===== config.mk =====
export PLATFORM = sky130hd
export DESIGN_NAME = seq_gen_accel
export DESIGN_NICKNAME = d
export VERILOG_FILES = /design/src/rtl/seq_gen_pkg.sv /design/src/rtl/seq_gen_core.sv /design/src/rtl/seq_gen_accel.sv
export SDC_FILE = /design/constraint.sdc
export NUM_CORES = 1
export LEC_CHECK = 0
export CAP_MARGIN = 15
export CORE_UTILIZATION = 40
export DETAILED_ROUTE_END_ITERATION = 10
export PLACE_DENSITY = 0.65
export SYNTH_ARGS = -nofsm -noshare
export SYNTH_HDL_FRONTEND = slang
export SYNTH_HIERARCHICAL = 1
export SYNTH_SLANG_ARGS = --single-unit

===== constraint.sdc =====
create_clock -name clk -period 10.85 [get_ports clk]
set_clock_uncertainty 0.1 [all_clocks]
set_input_delay 1.085 -clock clk [delete_from_list [all_inputs] [get_ports clk]]
set_output_delay 1.085 -clock clk [all_outputs]
set_load 0.05 [all_outputs]

===== src/rtl/seq_gen_pkg.sv =====
// Shared constants and types for the additive-sequence accelerator.
package seq_gen_pkg;

    // Word register offsets on the Avalon-MM slave
    localparam logic [2:0] REG_LIMIT  = 3'd0;
    localparam logic [2:0] REG_CTRL   = 3'd1;
    localparam logic [2:0] REG_STATUS = 3'd2;
    localparam logic [2:0] REG_RESULT = 3'd3;
    localparam logic [2:0] REG_SEED0  = 3'd4;
    localparam logic [2:0] REG_SEED1  = 3'd5;
    localparam logic [2:0] REG_COUNT  = 3'd6;

    // CTRL bit positions
    localparam int unsigned CTRL_START  = 0;
    localparam int unsigned CTRL_MODE   = 1;
    localparam int unsigned CTRL_ABORT  = 2;
    localparam int unsigned CTRL_IRQ_EN = 3;

    // STATUS bit positions
    localparam int unsigned STAT_DONE    = 0;
    localparam int unsigned STAT_BUSY    = 1;
    localparam int unsigned STAT_OVF     = 2;
    localparam int unsigned STAT_ABORTED = 3;

    // Stop-mode encoding of CTRL.MODE
    localparam logic MODE_LIMIT = 1'b0;
    localparam logic MODE_COUNT = 1'b1;

    // Seed reset values give the classic Fibonacci sequence
    localparam int unsigned SEED0_RST = 0;
    localparam int unsigned SEED1_RST = 1;

    typedef enum logic {
        ST_IDLE = 1'b0,
        ST_RUN  = 1'b1
    } state_e;

endpackage


===== src/rtl/seq_gen_core.sv =====
// Sequence engine: one term per cycle, stops on value limit, term count,
// adder carry or index saturation. Stop/abort outputs are combinational and
// valid in the final RUN cycle so the register file latches them on the
// same edge the FSM returns to IDLE.
module seq_gen_core
    import seq_gen_pkg::*;
#(
    parameter int unsigned DATA_W = 32,
    parameter int unsigned CNT_W  = 16
) (
    input  logic              clk,
    input  logic              reset_n,
    input  logic              start,
    input  logic              abort,
    input  logic              mode,
    input  logic [DATA_W-1:0] limit,
    input  logic [DATA_W-1:0] seed0,
    input  logic [DATA_W-1:0] seed1,
    output logic              busy,
    output logic              done,
    output logic              ovf,
    output logic              aborted,
    output logic [DATA_W-1:0] result,
    output logic [CNT_W-1:0]  count
);

    localparam int unsigned CMP_W = (DATA_W > CNT_W) ? DATA_W : CNT_W;
    localparam logic [CNT_W-1:0] IDX_MAX = '1;

    state_e            state_q, state_d;
    logic [DATA_W-1:0] prev_q, prev_d;
    logic [DATA_W-1:0] cur_q, cur_d;
    logic [CNT_W-1:0]  idx_q, idx_d;
    logic [DATA_W:0]   sum;
    logic              count_hit;
    logic              limit_hit;

    // One extra bit so the carry doubles as the overflow flag
    assign sum       = {1'b0, cur_q} + {1'b0, prev_q};
    assign count_hit = CMP_W'(idx_q) == CMP_W'(limit);
    assign limit_hit = sum > {1'b0, limit};
    assign busy      = (state_q == ST_RUN);

    // Next-state, datapath update and stop decode
    always_comb begin
        state_d = state_q;
        prev_d  = prev_q;
        cur_d   = cur_q;
        idx_d   = idx_q;
        done    = 1'b0;
        ovf     = 1'b0;
        aborted = 1'b0;
        result  = '0;
        count   = '0;
        unique case (state_q)
            ST_IDLE: begin
                if (start) begin
                    state_d = ST_RUN;
                    prev_d  = seed0;
                    cur_d   = seed1;
                    idx_d   = CNT_W'(1);
                end
            end
            ST_RUN: begin
                if (abort) begin
                    state_d = ST_IDLE;
                    aborted = 1'b1;
                end else if (mode == MODE_COUNT && limit == '0) begin
                    // Term 0 requested: report the first seed
                    state_d = ST_IDLE;
                    done    = 1'b1;
                    result  = prev_q;
                end else if (mode == MODE_LIMIT && cur_q > limit) begin
                    // Only reachable in the first cycle: SEED1 already beyond the bound
                    state_d = ST_IDLE;
                    done    = 1'b1;
                    result  = (prev_q <= limit) ? prev_q : '0;
                end else if ((mode == MODE_COUNT) ? count_hit : limit_hit) begin
                    state_d = ST_IDLE;
                    done    = 1'b1;
                    result  = cur_q;
                    count   = idx_q;
                end else if (sum[DATA_W] || idx_q == IDX_MAX) begin
                    state_d = ST_IDLE;
                    done    = 1'b1;
                    ovf     = 1'b1;
                    result  = cur_q;
                    count   = idx_q;
                end else begin
                    prev_d = cur_q;
                    cur_d  = sum[DATA_W-1:0];
                    idx_d  = idx_q + CNT_W'(1);
                end
            end
            default: state_d = ST_IDLE;
        endcase
    end

    // State and term registers
    always_ff @(posedge clk or negedge reset_n) begin
        if (!reset_n) begin
            state_q <= ST_IDLE;
            prev_q  <= '0;
            cur_q   <= '0;
            idx_q   <= '0;
        end else begin
            state_q <= state_d;
            prev_q  <= prev_d;
            cur_q   <= cur_d;
            idx_q   <= idx_d;
        end
    end

endmodule


===== src/rtl/seq_gen_accel.sv =====
// Avalon-MM slave wrapper: register file, read mux, irq, and the sequence core.
module seq_gen_accel
    import seq_gen_pkg::*;
#(
    parameter int unsigned DATA_W = 32,
    parameter int unsigned CNT_W  = 16
) (
    input  logic              clk,
    input  logic              reset_n,
    input  logic [2:0]        address,
    input  logic              chipselect,
    input  logic              read,
    input  logic              write,
    input  logic [DATA_W-1:0] writedata,
    output logic [DATA_W-1:0] readdata,
    output logic              irq
);

    logic              wr, rd;
    logic              start_req, abort_req;
    logic              core_busy, core_done, core_ovf, core_aborted;
    logic [DATA_W-1:0] core_result;
    logic [CNT_W-1:0]  core_count;

    logic [DATA_W-1:0] limit_q, limit_d;
    logic [DATA_W-1:0] seed0_q, seed0_d;
    logic [DATA_W-1:0] seed1_q, seed1_d;
    logic [DATA_W-1:0] result_q, result_d;
    logic [CNT_W-1:0]  count_q, count_d;
    logic              mode_q, mode_d;
    logic              irq_en_q, irq_en_d;
    logic              done_q, done_d;
    logic              ovf_q, ovf_d;
    logic              aborted_q, aborted_d;
    logic [DATA_W-1:0] readdata_q, readdata_d;
    logic [31:0]       rmux;

    assign wr = chipselect & write;
    assign rd = chipselect & read;

    // ABORT in the same write suppresses START
    assign start_req = wr && address == REG_CTRL && writedata[CTRL_START]
                       && !writedata[CTRL_ABORT] && !core_busy;
    assign abort_req = wr && address == REG_CTRL && writedata[CTRL_ABORT];

    assign readdata = readdata_q;
    assign irq      = done_q & irq_en_q;

    seq_gen_core #(
        .DATA_W (DATA_W),
        .CNT_W  (CNT_W)
    ) u_core (
        .clk     (clk),
        .reset_n (reset_n),
        .start   (start_req),
        .abort   (abort_req),
        .mode    (mode_q),
        .limit   (limit_q),
        .seed0   (seed0_q),
        .seed1   (seed1_q),
        .busy    (core_busy),
        .done    (core_done),
        .ovf     (core_ovf),
        .aborted (core_aborted),
        .result  (core_result),
        .count   (core_count)
    );

    // Register-file next state; hardware sets are applied last so they win over w1c
    always_comb begin
        limit_d   = limit_q;
        seed0_d   = seed0_q;
        seed1_d   = seed1_q;
        result_d  = result_q;
        count_d   = count_q;
        mode_d    = mode_q;
        irq_en_d  = irq_en_q;
        done_d    = done_q;
        ovf_d     = ovf_q;
        aborted_d = aborted_q;

        if (wr && !core_busy) begin
            case (address)
                REG_LIMIT:  limit_d  = writedata;
                REG_RESULT: result_d = writedata;
                REG_SEED0:  seed0_d  = writedata;
                REG_SEED1:  seed1_d  = writedata;
                REG_COUNT:  count_d  = CNT_W'(writedata);
                default:    ;
            endcase
        end
        if (wr && address == REG_CTRL) begin
            irq_en_d = writedata[CTRL_IRQ_EN];
            // Mode is frozen while a run is in flight
            if (!core_busy) begin
                mode_d = writedata[CTRL_MODE];
            end
        end
        if (wr && address == REG_STATUS) begin
            if (writedata[STAT_DONE]) done_d = 1'b0;
            if (writedata[STAT_OVF]) ovf_d = 1'b0;
            if (writedata[STAT_ABORTED]) aborted_d = 1'b0;
        end
        if (start_req) begin
            done_d    = 1'b0;
            ovf_d     = 1'b0;
            aborted_d = 1'b0;
        end
        if (core_done) begin
            done_d   = 1'b1;
            result_d = core_result;
            count_d  = core_count;
        end
        if (core_ovf) ovf_d = 1'b1;
        if (core_aborted) aborted_d = 1'b1;
    end

    // Read mux, zero-extended to a 32-bit word
    always_comb begin
        rmux = '0;
        case (address)
            REG_LIMIT:  rmux = 32'(limit_q);
            REG_CTRL: begin
                rmux[CTRL_MODE]   = mode_q;
                rmux[CTRL_IRQ_EN] = irq_en_q;
            end
            REG_STATUS: begin
                rmux[STAT_DONE]    = done_q;
                rmux[STAT_BUSY]    = core_busy;
                rmux[STAT_OVF]     = ovf_q;
                rmux[STAT_ABORTED] = aborted_q;
            end
            REG_RESULT: rmux = 32'(result_q);
            REG_SEED0:  rmux = 32'(seed0_q);
            REG_SEED1:  rmux = 32'(seed1_q);
            REG_COUNT:  rmux = 32'(count_q);
            default:    rmux = '0;
        endcase
        readdata_d = rd ? rmux[DATA_W-1:0] : '0;
    end

    // Register file and registered read data
    always_ff @(posedge clk or negedge reset_n) begin
        if (!reset_n) begin
            limit_q    <= '0;
            seed0_q    <= DATA_W'(SEED0_RST);
            seed1_q    <= DATA_W'(SEED1_RST);
            result_q   <= '0;
            count_q    <= '0;
            mode_q     <= 1'b0;
            irq_en_q   <= 1'b0;
            done_q     <= 1'b0;
            ovf_q      <= 1'b0;
            aborted_q  <= 1'b0;
            readdata_q <= '0;
        end else begin
            limit_q    <= limit_d;
            seed0_q    <= seed0_d;
            seed1_q    <= seed1_d;
            result_q   <= result_d;
            count_q    <= count_d;
            mode_q     <= mode_d;
            irq_en_q   <= irq_en_d;
            done_q     <= done_d;
            ovf_q      <= ovf_d;
            aborted_q  <= aborted_d;
            readdata_q <= readdata_d;
        end
    end

endmodule


==> out/results.txt <==
Status - completed
Finish-stage setup viols - 0
CTS Root Buffer Type - sky130_fd_sc_hd__clkbuf_16
Count of pins over their slew limit - 0
Number of buffers added on ports - 72
Power density over cell area - 288 nW/um^2
Worst EP required - 11.27 ns
Unrepaired setup endpoints after global routing - false
Skew-Pair Late Insertion Delay - 0.58 ns
Internal power - 3030 uW
Post-synthesis register bit count - 262
Largest net degree at the start of global routing - 112
Critical Path Fanout Max - 44
Mapped Area - 16400 sq um
Number of routed nets with antenna violations - 0
Buffer depth of the longest clock path - 3
FILL cells - 3697
Die Outline Area - 41900 sq um
Net switching power - 2320 uW
Final HPWL DP - 35000 um
Number of buffers inserted during clock tree synthesis - 30
Kind of end point of the critical path - flop
Maximum clock frequency - 138 MHz
Initial core utilization - 41.0%
Clock net sink count - 262
Antenna fix cells - 0
Post-CTS Hold Fix Bufs - 0
Post-route fraction of the period consumed by the critical path - 66.7%
Worst-case headroom to the max-slew limit - 27.6%
Routability Congestion - 0.951
Number of enable-type register cells in the synthesized netlist - 0
Sw Ratio - 43.4%
Core footprint - 40100 sq um
Antenna violations before repair - 0
Clk pwr share - 19.3%
Sum of routed wire segments on met1 - 23200 um
Met3 WL - 2710 um
Number of hold-slack violations in the final timing report - 0
Fraction of power consumed by combinational cells - 50.7%
Fraction of synthesized cell area taken by the top area cell type - 39.7%
Worst reg2reg setup slack - 3.62 ns
Post-CTS Setup Inserts - 0
Final critical delay including setup and external delays - 7.23 ns
Final net count - 1871
First-pass GRT wire length - 78800 um
Category of the most critical setup path - flop to flop
Top FF cell, synth - sky130_fd_sc_hd__dfrtp_1
HP Class - flop to flop
Die Span Y - 205 um
Post-Synthesis Cells - 1670
Number of rows created at floorplan - 73
Number of nets in the synthesized netlist - 1840
Detailed-route via count - 13500
Sort of element at the start of the critical path - flop
Overall die width - 205 um
Max capacitance violation total - 0
Mean routed wirelength per cell - 22.2 um
Part of the Yosys area used for sequential elements - 39.9%
Aggregate routed wire length - 50000 um
Met2 Wirelength - 23000 um
Count of boundary I/O pins - 73
Total congestion overflow - 0
TritonCTS clock tree - done
Highest metal used - met4
Post-Route Utilization - 46.3%
Worst Path Arrival - 7.65 ns
Cell taking the most area after synthesis - sky130_fd_sc_hd__dfrtp_1
Maximum vdd ir drop - 0.143 mV
Drt pass-1 iters - 5
Worst slew pin tran - 1.09 ns
Quantity of gates resized following cts - 0
Drt initial violations - 1231
Clock transition at the register clock pins on the worst setup and hold paths after CTS - 0.06 ns
Number of levels in the clock H-tree - 1
Global-route usage over all layers - 24.1%
Cell types with the largest area share after synthesis - sky130_fd_sc_hd__dfrtp_1, sky130_fd_sc_hd__ha_1, sky130_fd_sc_hd__mux2_2
Avg Vias per Cell - 6.01
Detailed-route DRC error count - 0
Synthesized area per cell - 9.85 sq um
Synthesis-to-finish area growth - 13.0%
Number of distinct standard cells referenced by the synthesized netlist - 73
Static leakage - 0.00814 uW
Share of power burned in registers - 30.0%
Ratio of cells with drive above 1 in the final layout - 13.1%
YS warnings - 6
Post-route setup slack - 3.62 ns
Fraction of registers with async set or reset after synthesis - 100%
Final-layout setup total negative slack - 0 ns
Worst slack after detailed placement - 3.64 ns
Number of global-route vias before repair - 13500
worst paths after layout:
path | cells after the start | from | endpoint
worst max-delay path | 22 | u_core/prev_q[0] | u_core/cur_q[17]
worst min-delay path | 1 | ovf_q | ovf_q
worst max register to register | 22 | u_core/prev_q[0] | u_core/cur_q[17]
worst min register to register | 1 | ovf_q | ovf_q
max in group asynchronous | 3 | reset_n | count_q[8]
min in group asynchronous | 1 | reset_n | readdata[24]
per-stage QoR:
step	hold slack [ns]	std cells	total power (uW)	instance area, sq um
detailed placement	0.403	2194	4280	17600
global route	0.430	2250	5790	18600
floorplan	0.359	1670	3520	16400
finish	0.419	2250	5350	18600
CTS	0.418	2250	5340	18600
global placement	0.394	2194	4220	17600
Yosys cell counts, drive strengths merged (8+ instances only):
cell / n
dfrtp: 261
a21oi: 156
ha: 129
mux2: 121
inv: 104
nand2: 103
nor2: 77
o21ai: 72
o22ai: 59
mux2i: 54
a22o: 49
buf: 49
clkbuf: 47
nand4: 35
xnor2: 30
a21o: 29
a211oi: 24
and3: 24
nor2b: 24
nand3: 22
a22oi: 20
nor3: 19
xor2: 18
a221oi: 17
nand2b: 13
nor4: 13
and2: 8
o211ai: 8
o31ai: 8
sequential cells by signal (all words and copies together), names as in the netlist:
signal and flops:
limit_q 32, readdata 32, result_q 32, seed0_q 32, seed1_q 32, u_core/cur_q 32, u_core/prev_q 32, count_q 16
u_core/idx_q 16, aborted_q 1, done_q 1, irq_en_q 1, mode_q 1, ovf_q 1, u_core/busy 1
metal layers:
| layer | vias to the layer above | global-route usage [%] |
|---|---|---|
| li1 | 6236 | - |
| met1 | 6794 | 34.8 |
| met2 | 412 | 38.5 |
| met3 | 74 | 2.32 |
| met4 | 0 | 6.48 |
| met5 | - | 0 |
kinds of logic (layout without fill, tap and decap cells):
kind of cell / Yosys count / count (layout) / share of synthesized area (%)
compound gates: 485 / 485 / 19.2
mux: 177 / 177 / 11.8
fa+ha+maj: 130 / 130 / 9.94
buf+inv: 200 / 255 / 5.15
xor+xnor: 48 / 48 / 2.56
flops: 262 / 262 / 39.9
simple gates: 368 / 368 / 11.4
final cells by class:
cell class	instances	area, sq um	area share [%]
Timing Repair Buffer	95	888	4.78
Clock inverter	9	80.1	0.431
Tap cell	525	657	3.53
Clock buffer	47	936	5.04
Sequential cell	262	6560	35.3
Inverter	104	390	2.10
Multi-Input combinational cell	1208	9070	48.8
power groups by stage:
stage | sequential, uW | clock (uW) | combinational (uW)
after floorplan | 1500 | 0 | 2010
after global placement | 1600 | 0 | 2630
after detailed placement | 1610 | 0 | 2670
after CTS | 1600 | 1060 | 2690
after global routing | 1640 | 1100 | 3060
final | 1610 | 1030 | 2710
placed cells by master (no fill, tap or decap), types with 5 or more instances in the layout:
| cell | instances |
|---|---|
| sky130_fd_sc_hd__clkinv_2 | 5 |
| sky130_fd_sc_hd__a21oi_1 | 154 |
| sky130_fd_sc_hd__o21ai_1 | 13 |
| sky130_fd_sc_hd__nor3_1 | 19 |
| sky130_fd_sc_hd__o22ai_1 | 59 |
| sky130_fd_sc_hd__mux2i_1 | 54 |
| sky130_fd_sc_hd__nor4_1 | 13 |
| sky130_fd_sc_hd__nand2b_1 | 12 |
| sky130_fd_sc_hd__clkbuf_1 | 6 |
| sky130_fd_sc_hd__o31ai_1 | 8 |
| sky130_fd_sc_hd__mux2_2 | 119 |
| sky130_fd_sc_hd__nor2b_1 | 24 |
| sky130_fd_sc_hd__xor2_1 | 18 |
| sky130_fd_sc_hd__and2_1 | 6 |
| sky130_fd_sc_hd__clkbuf_8 | 10 |
| sky130_fd_sc_hd__or3_1 | 6 |
| sky130_fd_sc_hd__nand2_1 | 103 |
| sky130_fd_sc_hd__o211ai_1 | 8 |
| sky130_fd_sc_hd__buf_4 | 23 |
| sky130_fd_sc_hd__ha_1 | 129 |
| sky130_fd_sc_hd__a22oi_1 | 20 |
| sky130_fd_sc_hd__clkdlybuf4s50_1 | 69 |
| sky130_fd_sc_hd__dfrtp_1 | 261 |
| sky130_fd_sc_hd__nand4_1 | 35 |
| sky130_fd_sc_hd__a31oi_1 | 6 |
| sky130_fd_sc_hd__o21ai_0 | 57 |
| sky130_fd_sc_hd__clkbuf_16 | 31 |
| sky130_fd_sc_hd__a211oi_1 | 23 |
| sky130_fd_sc_hd__a221oi_1 | 17 |
| sky130_fd_sc_hd__nand3_1 | 21 |
| sky130_fd_sc_hd__o21bai_1 | 5 |
| sky130_fd_sc_hd__and3_1 | 24 |
| sky130_fd_sc_hd__a21o_1 | 29 |
| sky130_fd_sc_hd__xnor2_1 | 30 |
| sky130_fd_sc_hd__a22o_1 | 49 |
| sky130_fd_sc_hd__and4_1 | 6 |
| sky130_fd_sc_hd__nor2_1 | 72 |
| sky130_fd_sc_hd__inv_1 | 104 |
worst max-delay path: stages (launching register included):
cell and delay, ns:
sky130_fd_sc_hd__dfrtp_1 0.40, sky130_fd_sc_hd__ha_1 0.25, sky130_fd_sc_hd__fa_1 0.44, sky130_fd_sc_hd__a211oi_1 0.36, sky130_fd_sc_hd__nor3_1 0.15, sky130_fd_sc_hd__o21ai_1 0.31
sky130_fd_sc_hd__nand2_1 0.15, sky130_fd_sc_hd__a2111oi_0 0.75, sky130_fd_sc_hd__o21bai_1 0.18, sky130_fd_sc_hd__xnor2_1 0.23, sky130_fd_sc_hd__ha_1 0.30, sky130_fd_sc_hd__nand4_1 0.11
sky130_fd_sc_hd__and4bb_1 0.25, sky130_fd_sc_hd__a221oi_1 0.26, sky130_fd_sc_hd__o31ai_1 0.13, sky130_fd_sc_hd__o21ai_1 0.24, sky130_fd_sc_hd__nand4b_2 0.50, sky130_fd_sc_hd__nor3_1 0.77
sky130_fd_sc_hd__buf_4 0.30, sky130_fd_sc_hd__nor2_4 0.11, sky130_fd_sc_hd__buf_4 0.32, sky130_fd_sc_hd__inv_1 0.30, sky130_fd_sc_hd__o221a_2 0.24
Power figures use the tool's default switching activity.
